## config.mk

```make
export PLATFORM = sky130hd
export DESIGN_NAME = cnn3d_conv_stream
export DESIGN_NICKNAME = d
export VERILOG_FILES = /design/src/rtl/cnn3d_conv_stream.sv
export SDC_FILE = /design/constraint.sdc
export NUM_CORES = 2
export LEC_CHECK = 0
export CORE_UTILIZATION = 45
export DETAILED_ROUTE_END_ITERATION = 12
export DONT_BUFFER_PORTS = 1
export PLACE_DENSITY = 0.58
export SETUP_SLACK_MARGIN = 0.15
export SYNTH_ARGS = -nofsm -noshare
export SYNTH_HDL_FRONTEND = slang
export SYNTH_SLANG_ARGS = --single-unit
export TNS_END_PERCENT = 10
```

## constraint.sdc

```tcl
create_clock -name clk -period 19.7 [get_ports clk]
set_clock_uncertainty 0.15 [all_clocks]
set_input_delay 3.94 -clock clk [delete_from_list [all_inputs] [get_ports clk]]
set_output_delay 3.94 -clock clk [all_outputs]
set_load 0.02 [all_outputs]
```

## src/rtl/cnn3d_conv_stream.sv

```systemverilog
`default_nettype none
// ============================================================================
// Module   : cnn3d_conv_stream
// Purpose  : 3D valid-only convolution engine, stride 1, no padding.
//            NxNxN signed image with NUM_FILTERS MxMxM signed kernels, both
//            loaded through a write port. Performs one multiply-accumulate per
//            cycle and streams saturated results over a valid/ready handshake.
//            Output order: filter outermost, then depth, row, col (col fastest).
// Ports    : clk, reset (async, active high)
//            wr_en/wr_sel/wr_addr/wr_data : image (sel=0) / kernel (sel=1) load
//            start, busy, done            : run control
//            out_valid/out_ready/out_data/out_filt/out_last : result stream
// Config   : CNN3D_RELU_EN defined   -> negative results emitted as 0
//            CNN3D_RELU_EN undefined -> saturated signed results passed through
// Revision : 1.0 - initial release
// ============================================================================
module cnn3d_conv_stream #(
  parameter int DATA_W      = 8,
  parameter int OUT_W       = 16,
  parameter int IMG_SIZE    = 6,
  parameter int FILT_SIZE   = 3,
  parameter int NUM_FILTERS = 3,
  localparam int IMG_WORDS  = IMG_SIZE * IMG_SIZE * IMG_SIZE,
  localparam int KERN_WORDS = NUM_FILTERS * FILT_SIZE * FILT_SIZE * FILT_SIZE,
  localparam int AW = $clog2((IMG_WORDS > KERN_WORDS) ? IMG_WORDS : KERN_WORDS),
  localparam int FW = (NUM_FILTERS > 1) ? $clog2(NUM_FILTERS) : 1
) (
  input  logic              clk,
  input  logic              reset,
  input  logic              wr_en,
  input  logic              wr_sel,
  input  logic [AW-1:0]     wr_addr,
  input  logic [DATA_W-1:0] wr_data,
  input  logic              start,
  output logic              busy,
  output logic              done,
  output logic              out_valid,
  input  logic              out_ready,
  output logic [OUT_W-1:0]  out_data,
  output logic [FW-1:0]     out_filt,
  output logic              out_last
);

  localparam int M3    = FILT_SIZE * FILT_SIZE * FILT_SIZE;
  localparam int R     = IMG_SIZE - FILT_SIZE + 1;
  localparam int ACC_W = 2 * DATA_W + $clog2(M3) + 1;
  localparam int IAW   = $clog2(IMG_WORDS);
  localparam int KAW   = $clog2(KERN_WORDS);
  localparam int CW    = (IMG_SIZE > 1) ? $clog2(IMG_SIZE) : 1;

  localparam logic [CW-1:0] C_ONE   = CW'(1);
  localparam logic [CW-1:0] C_MLAST = CW'(FILT_SIZE - 1);
  localparam logic [CW-1:0] C_RLAST = CW'(R - 1);
  localparam logic [FW-1:0] C_FLAST = FW'(NUM_FILTERS - 1);
  localparam logic [FW-1:0] C_FONE  = FW'(1);
  // One extra bit so a full power-of-two memory still compares correctly.
  localparam logic [AW:0]   C_IMG_LIM  = (AW+1)'(IMG_WORDS);
  localparam logic [AW:0]   C_KERN_LIM = (AW+1)'(KERN_WORDS);

  typedef enum logic [2:0] {
    S_IDLE  = 3'd0,
    S_CLEAR = 3'd1,
    S_MAC   = 3'd2,
    S_EMIT  = 3'd3,
    S_DONE  = 3'd4
  } state_t;

  state_t state, state_nxt;

  logic [DATA_W-1:0] img_mem  [0:IMG_WORDS-1];
  logic [DATA_W-1:0] kern_mem [0:KERN_WORDS-1];

  logic [CW-1:0] tap_c, tap_r, tap_d;
  logic [CW-1:0] pos_c, pos_r, pos_d;
  logic [FW-1:0] filt;

  logic signed [ACC_W-1:0]    acc;
  logic signed [ACC_W-1:0]    acc_nxt;
  logic signed [2*DATA_W-1:0] img_ext, kern_ext, prod;
  logic [IAW-1:0]             img_idx;
  logic [KAW-1:0]             kern_idx;
  logic [OUT_W-1:0]           sat_val;
  logic [OUT_W-1:0]           result;

  logic tap_last, pos_last, filt_last, run_last;

  // --------------------------------------------------------------------------
  // Position / tap bookkeeping
  // --------------------------------------------------------------------------
  assign tap_last  = (tap_c == C_MLAST) && (tap_r == C_MLAST) && (tap_d == C_MLAST);
  assign pos_last  = (pos_c == C_RLAST) && (pos_r == C_RLAST) && (pos_d == C_RLAST);
  assign filt_last = (filt == C_FLAST);
  assign run_last  = pos_last && filt_last;

  // pos+tap never exceeds N-1, so the sums fit the counter width.
  assign img_idx  = IAW'(pos_d + tap_d) * IAW'(IMG_SIZE * IMG_SIZE)
                  + IAW'(pos_r + tap_r) * IAW'(IMG_SIZE)
                  + IAW'(pos_c + tap_c);
  assign kern_idx = KAW'(filt)  * KAW'(M3)
                  + KAW'(tap_d) * KAW'(FILT_SIZE * FILT_SIZE)
                  + KAW'(tap_r) * KAW'(FILT_SIZE)
                  + KAW'(tap_c);

  // --------------------------------------------------------------------------
  // MAC datapath
  // --------------------------------------------------------------------------
  assign img_ext  = (2*DATA_W)'($signed(img_mem[img_idx]));
  assign kern_ext = (2*DATA_W)'($signed(kern_mem[kern_idx]));
  assign prod     = img_ext * kern_ext;
  assign acc_nxt  = acc + ACC_W'(prod);

  generate
    if (ACC_W > OUT_W) begin : g_sat
      localparam logic signed [ACC_W-1:0] SAT_HI =
        {{(ACC_W-OUT_W+1){1'b0}}, {(OUT_W-1){1'b1}}};
      localparam logic signed [ACC_W-1:0] SAT_LO =
        {{(ACC_W-OUT_W+1){1'b1}}, {(OUT_W-1){1'b0}}};
      always_comb begin
        sat_val = acc_nxt[OUT_W-1:0];
        if (acc_nxt > SAT_HI) begin
          sat_val = SAT_HI[OUT_W-1:0];
        end else if (acc_nxt < SAT_LO) begin
          sat_val = SAT_LO[OUT_W-1:0];
        end
      end
    end else begin : g_nosat
      assign sat_val = OUT_W'(acc_nxt);
    end
  endgenerate

`ifdef CNN3D_RELU_EN
  assign result = sat_val[OUT_W-1] ? '0 : sat_val;
`else
  assign result = sat_val;
`endif

  // --------------------------------------------------------------------------
  // Memories: writable only while idle; out-of-range addresses dropped.
  // --------------------------------------------------------------------------
  always_ff @(posedge clk) begin
    if (wr_en && (state == S_IDLE)) begin
      if (!wr_sel && ({1'b0, wr_addr} < C_IMG_LIM)) begin
        img_mem[wr_addr[IAW-1:0]] <= wr_data;
      end
      if (wr_sel && ({1'b0, wr_addr} < C_KERN_LIM)) begin
        kern_mem[wr_addr[KAW-1:0]] <= wr_data;
      end
    end
  end

  // --------------------------------------------------------------------------
  // FSM
  // --------------------------------------------------------------------------
  always_ff @(posedge clk or posedge reset) begin
    if (reset) begin
      state <= S_IDLE;
    end else begin
      state <= state_nxt;
    end
  end

  always_comb begin
    state_nxt = state;
    busy      = 1'b0;
    done      = 1'b0;
    out_valid = 1'b0;
    case (state)
      S_IDLE: begin
        if (start) state_nxt = S_CLEAR;
      end
      S_CLEAR: begin
        busy      = 1'b1;
        state_nxt = S_MAC;
      end
      S_MAC: begin
        busy = 1'b1;
        if (tap_last) state_nxt = S_EMIT;
      end
      S_EMIT: begin
        busy      = 1'b1;
        out_valid = 1'b1;
        if (out_ready) state_nxt = run_last ? S_DONE : S_CLEAR;
      end
      S_DONE: begin
        done      = 1'b1;
        state_nxt = S_IDLE;
      end
      default: state_nxt = S_IDLE;
    endcase
  end

  // --------------------------------------------------------------------------
  // Counters, accumulator and registered result
  // --------------------------------------------------------------------------
  always_ff @(posedge clk or posedge reset) begin
    if (reset) begin
      acc      <= '0;
      tap_c    <= '0;
      tap_r    <= '0;
      tap_d    <= '0;
      pos_c    <= '0;
      pos_r    <= '0;
      pos_d    <= '0;
      filt     <= '0;
      out_data <= '0;
      out_filt <= '0;
      out_last <= 1'b0;
    end else begin
      case (state)
        S_IDLE: begin
          if (start) begin
            pos_c <= '0;
            pos_r <= '0;
            pos_d <= '0;
            filt  <= '0;
          end
        end
        S_CLEAR: begin
          acc   <= '0;
          tap_c <= '0;
          tap_r <= '0;
          tap_d <= '0;
        end
        S_MAC: begin
          acc <= acc_nxt;
          if (tap_c == C_MLAST) begin
            tap_c <= '0;
            if (tap_r == C_MLAST) begin
              tap_r <= '0;
              tap_d <= tap_d + C_ONE;
            end else begin
              tap_r <= tap_r + C_ONE;
            end
          end else begin
            tap_c <= tap_c + C_ONE;
          end
          // Final tap: capture the finished sum so it holds through EMIT.
          if (tap_last) begin
            out_data <= result;
            out_filt <= filt;
            out_last <= run_last;
          end
        end
        S_EMIT: begin
          if (out_ready) begin
            out_last <= 1'b0;
            if (pos_c == C_RLAST) begin
              pos_c <= '0;
              if (pos_r == C_RLAST) begin
                pos_r <= '0;
                if (pos_d == C_RLAST) begin
                  pos_d <= '0;
                  filt  <= filt_last ? '0 : (filt + C_FONE);
                end else begin
                  pos_d <= pos_d + C_ONE;
                end
              end else begin
                pos_r <= pos_r + C_ONE;
              end
            end else begin
              pos_c <= pos_c + C_ONE;
            end
          end
        end
        default: ;
      endcase
    end
  end

endmodule
`default_nettype wire

```

# == After elaboration in Yosys (flattened, before gate mapping) ==
# Memories as Yosys holds them, arrays and structs flattened.
# Cells that the tools add are included.
# op_classes
addsub,16
multipliers,6
n_lt_le_gt_ge,4
eq_ne,19
mux,48
n_reduce_logical,23
# op_table
op,count
$mux 3,19
$pmux 22 s2,1
$pmux 3 s2,6
$mux 16,2
$eq 3x2->1 const B,8
$add 22x16->22,1
$gt 22x16->1 const B,1
$lt 22x16->1 const B,1
$add 3x1->3 const B,6
$mul 8x8->16,1
$ne 2x2->1 const B,8
$add 3x3->4,3
$mux 2,6
$pmux 3 s4,1
$reduce_and 3->1,4
$mux 1,11
$add 8x4->8,1
$add 8x7->8,1
$logic_and 1x1->1,8
$lt 8x7->1 const B,1
$lt 8x8->1 const B,1
$add 7x3->7,1
$add 7x5->7,1
$add 7x7->7,1
other kinds (19),22
# totals
ff_bits,64
mem_bits_rw,2376
in_bits,22
output_inout_bits,22
wordCells,130
n_memories,2
# mem_list
name,words,width,rd,rd_ports_with_merged_regs,write_ports,line_no,text
img_mem,216,8,1,0,1,70,logic [DATA_W-1:0] img_mem [0:IMG_WORDS-1];
kern_mem,81,8,1,0,1,71,logic [DATA_W-1:0] kern_mem [0:KERN_WORDS-1];

# == Logic depth before layout (Yosys ltp) ==
# An unclocked memory read counts as a cell.
# depth
ltp_word,10
ltp_mapped,40
depth_no_buf,37

# == Worst setup path after synthesis ==
# No wires, ideal clock.
# synth_timing
kind,flip-flop to flip-flop
startpoint,register tap_r[0]
endpoint,register out_data[10]
setup_ps,138
arrival_ps,10839
required_ps,19412
slack_ps,8573
path_stages_with_launch,38
path_buffers,6
period_less_slack_ps,11127
cell_sequence,dfrtp_1 -> ha_1 -> fa_1 -> ha_1 -> inv_1 -> fa_1 -> inv_1 -> ha_1 -> ha_1 -> inv_1 -> fa_1 -> xor2_1 -> buf_4 -> buf_4 -> buf_4 -> buf_2 -> a31oi_1 -> a211oi_1 -> [... 2 more ...] -> fa_1 -> inv_1 -> fa_1 -> inv_1 -> fa_1 -> inv_1 -> fa_1 -> inv_1 -> ha_1 -> ha_1 -> a21o_1 -> o41a_1 -> a21o_1 -> xor2_1 -> or4_1 -> o32ai_2 -> buf_2 -> o22ai_1
# synth_via
elab_chain_cells,10
elab_cells_between_ends,19
cone_classes,add/sub (6); mul (3); order compare (2); eq/ne (1); mux (2); reduce/logical (3); memory (2)
# synth_lines
item,line_no,text
start: declaration,73,"logic [CW-1:0] tap_c, tap_r, tap_d;"
start signal: assignment,232,tap_r <= tap_r + C_ONE;
$add 3x3->4,97,+ IAW'(pos_r + tap_r) * IAW'(IMG_SIZE)
$mul 4x2->6,97,
$add 8x7->8,97,
$add 8x4->8,98,+ IAW'(pos_c + tap_c);
$mem_v2 216x8,n/a,
$mul 8x8->16,109,assign prod = img_ext * kern_ext;
$add 22x16->22,110,assign acc_nxt = acc + ACC_W'(prod);
$lt 22x16->1,122,end else if (acc_nxt < SAT_LO) begin
$mux 16,122,
$mux 16,120,if (acc_nxt > SAT_HI) begin
end signal: assignment,239,out_data <= result;
end: declaration,39,"output logic [OUT_W-1:0] out_data,"
# Several ways; a longest one is shown, not always the timed one.
# A chain may end at the register's enable or synchronous reset.

# == Final worst setup path ==
# layout_timing
startpoint,register tap_r[0]
endpoint,register out_data[13]
# The elaborated chain is that of the path after synthesis.

==> impl_metrics.sql <==
INSERT INTO impl_metrics (metric_group, metric, value, unit) VALUES
('run_status', 'status', 'complete, but fails checks', ''),
('run_status', 'failed_checks', 'slew limit', ''),
('floorplan', 'die-area', '225000', 'sq um'),
('drt', 'detail_route.vias_per_cell', '5.85', ''),
('floorplan', 'io_pins', '44', ''),
('final_layout', 'final_core_utilization', '0.506', ''),
('clock_network', 'clkLatencyLatePin', '0.92', 'ns'),
('timing', 'final-hold-violation-count', '0', ''),
('clock_network', 'clk_root_buffer_cell', 'clkbuf_16', ''),
('timing', 'setup_viol_count_final', '0', ''),
('setup_path', 'timing_worst_setup_path_type', 'register to register', ''),
('final_layout', 'layout.area.seq', '73000', 'sq um'),
('synthesis', 'net_count_of_the_mapped_netlist', '4986', ''),
('drt', 'wire_per_inst', '29.5', 'um'),
('clock_network', 'post_cts.resized_instances', '0', ''),
('setup_path', 'critical-path-slowest-cell', 'fa_4', ''),
('hold_path', 'timing.hold.worst_path_depth', '1', ''),
('timing', 'worst_slew_pin_slew', '1.65', 'ns'),
('placed_design', 'rd_place_congestion', '0.805', ''),
('placed_design', 'dp.final_hpwl', '134000', 'um'),
('synthesis', 'synthesis.area', '100000', 'sq um'),
('clock_network', 'h-tree-depth', '5', ''),
('timing', 'postLayoutSetupSlackWorst', '6.49', 'ns'),
('synthesis', 'synth.top_cell.area_share', '0.711', ''),
('timing', 'grt_setup_unrepaired', 'false', ''),
('floorplan', 'rows', '172', ''),
('drt', 'initialDrtViolationCount', '4844', ''),
('clock_network', 'post-cts-setup-buffer-count', '0', ''),
('placed_design', 'post-place-ws', '6.63', 'ns'),
('setup_path', 'crit_required', '20.21', 'ns'),
('synthesis', 'synth_edf_count', '2376', ''),
('synthesis', 'synthesis.instances', '4750', ''),
('synthesis', 'post_synth_num_cell_types', '64', ''),
('setup_path', 'critPathTopFamily', 'adder cells', ''),
('drt', 'route.final.wire_length', '236000', 'um'),
('synthesis', 'postSynthAreaPerCell', '21.1', 'sq um'),
('floorplan', 'die-width', '474', 'um'),
('floorplan', 'initial_core_util', '0.455', ''),
('flow_run', 'drv_cap', '0', ''),
('global_route', 'grt_pass1_wl', '345000', 'um'),
('setup_path', 'path_common_cell', 'inv_1', ''),
('synthesis', 'most_common_cell_in_the_synthesized_netlist', 'edfxtp_1', ''),
('setup_path', 'worst_setup_path_start_kind', 'register', ''),
('setup_path', 'timing.reg2reg.worst_path_depth', '33', ''),
('drt', 'detail_route.drc_violations', '0', ''),
('synthesis', 'dominantRegCellSynth', 'edfxtp_1', ''),
('floorplan', 'die_height', '474', 'um'),
('setup_path', 'reg2reg_from', 'tap_r[0]', ''),
('timing', 'slew_viol_final', '100', ''),
('hold_path', 'hold_path.class', 'register to register', ''),
('setup_path', 'crit_arrival', '13.72', 'ns'),
('floorplan', 'placeableCoreArea', '221000', 'sq um'),
('global_route', 'overflow', '0', ''),
('global_route', 'grt_util_all_layers', '0.213', ''),
('setup_path', 'worst-path-max-fanout', '39', ''),
('timing', 'fin_setup_tns', '0', 'ns'),
('setup_path', 'setup.worst_path.end_class', 'register', ''),
('final_layout', 'multi_input_area', '25600', 'sq um'),
('clock_network', 'cts_num_sinks', '2440', ''),
('global_route', 'grt_start_max_net_pins', '298', ''),
('clock_network', 'tritoncts', 'built', ''),
('synthesis', 'yosys_warnings', '0', ''),
('placed_design', 'numPortBuffers', '0', ''),
('synthesis', 'netlist_top_cells_area', 'edfxtp_1, mux4_2, fa_1', ''),
('timing', 'final.period_utilization', '0.670', ''),
('clock_network', 'hold_buffers', '0', ''),
('setup_path', 'cp_num_buf_inv', '8', ''),
('drt', 'number_of_vias_after_detailed_routing', '46800', ''),
('synthesis', 'async_flop_share', '0.0262', ''),
('setup_path', 'r2r_slack', '6.49', 'ns'),
('final_layout', 'filler_cell_count', '17400', '');
worst register-to-register path: cells and delay by family, from the launching register on:
kind,cells,cell delay [ns]
AO/OA/AOI/OAI,7,3.20
XOR/XNOR,1,0.15
adder cells (fa/ha/maj),13,5.94
buffers and inverters,8,1.05
flip-flops,1,0.46
multiplexers,2,1.00
AND/OR/NAND/NOR,2,1.05
worst max path at each step:
stage	start	end	slack, ns	cells after the start
floorplan	tap_r[0]	out_data[10]	8.57	37
global placement	tap_r[0]	out_data[5]	6.81	33
detailed placement	tap_r[0]	out_data[8]	6.63	33
CTS	tap_r[0]	out_data[8]	6.54	33
global route	tap_r[0]	out_data[8]	5.84	31
finish	tap_r[0]	out_data[13]	6.49	33
area by class of cell:
class / instances / share of cell area
sequential: 2440 / 0.653
timing repair buffer: 58 / 0.00468
inverter: 166 / 0.00558
clock buffer: 331 / 0.0652
tap: 2958 / 0.0331
clock inverter: 131 / 0.00943
multi-input combinational: 1911 / 0.229
antenna: 2 / 0.0000448
placed cells by master (no fill, tap or decap), types with 7 or more instances in the layout:
cell,netlist,layout
clkbuf_1,104,46
o21ai_0,44,44
nand2b_1,23,23
a21oi_1,35,35
nand3_1,26,26
edfxtp_1,2376,2376
nor3_1,16,16
buf_4,15,51
or2_1,13,13
o21a_1,7,7
inv_1,166,165
ha_1,98,93
nand2_1,112,111
clkinv_1,0,60
nor2b_1,26,25
xor2_1,10,7
nor2_1,380,378
a31oi_1,21,21
a211oi_1,16,13
a22o_1,21,21
mux4_2,727,727
fa_1,116,113
xnor2_1,23,19
a21o_1,25,25
buf_12,6,7
clkinv_2,0,41
mux2i_1,34,34
mux4_1,10,10
o22ai_1,28,28
bufinv_16,0,17
o211ai_1,13,13
mux2_2,16,16
clkbuf_16,0,283
dfrtp_1,64,64
per-stage QoR:
stage,hold slack [ns],cell area (sq um)
4_1_cts,0.354,112000
5_1_grt,0.374,112000
3_5_place_dp,0.333,103000
6_report,0.351,112000
3_3_place_gp,0.317,103000
2_1_floorplan,0.300,100000
sequential cells by signal, summed over array words and instances, names as in the netlist:
| name | cells |
|---|---|
| acc | 22 |
| pos_r | 3 |
| kern_mem | 648 |
| out_data | 16 |
| img_mem | 1728 |
| state | 3 |
| pos_c | 3 |
| out_last | 1 |
| tap_d | 3 |
| out_filt | 2 |
| filt | 2 |
| pos_d | 3 |
| tap_c | 3 |
| tap_r | 3 |
logic make-up after synthesis:
logic type	synth area share
adder cells (fa/ha/maj)	0.0354
AND/OR/NAND/NOR	0.0268
flip-flops	0.727
XOR/XNOR	0.00288
buffers and inverters	0.0198
multiplexers	0.171
AO/OA/AOI/OAI	0.0169
per-layer routing:
| layer | vias up | share of wire | track usage | routed length [um] |
|---|---|---|---|---|
| met5 | - | 0 | 0 | 0 |
| met1 | 25400 | 0.44 | 0.307 | 103000 |
| li1 | 19600 | - | - | - |
| met2 | 1446 | 0.48 | 0.335 | 113000 |
| met4 | 0 | 0.026 | 0.0604 | 6220 |
| met3 | 374 | 0.058 | 0.0354 | 13700 |
Power is not shown: default switching activity piles up to over one toggle a cycle in this logic, so the estimate is an artifact.
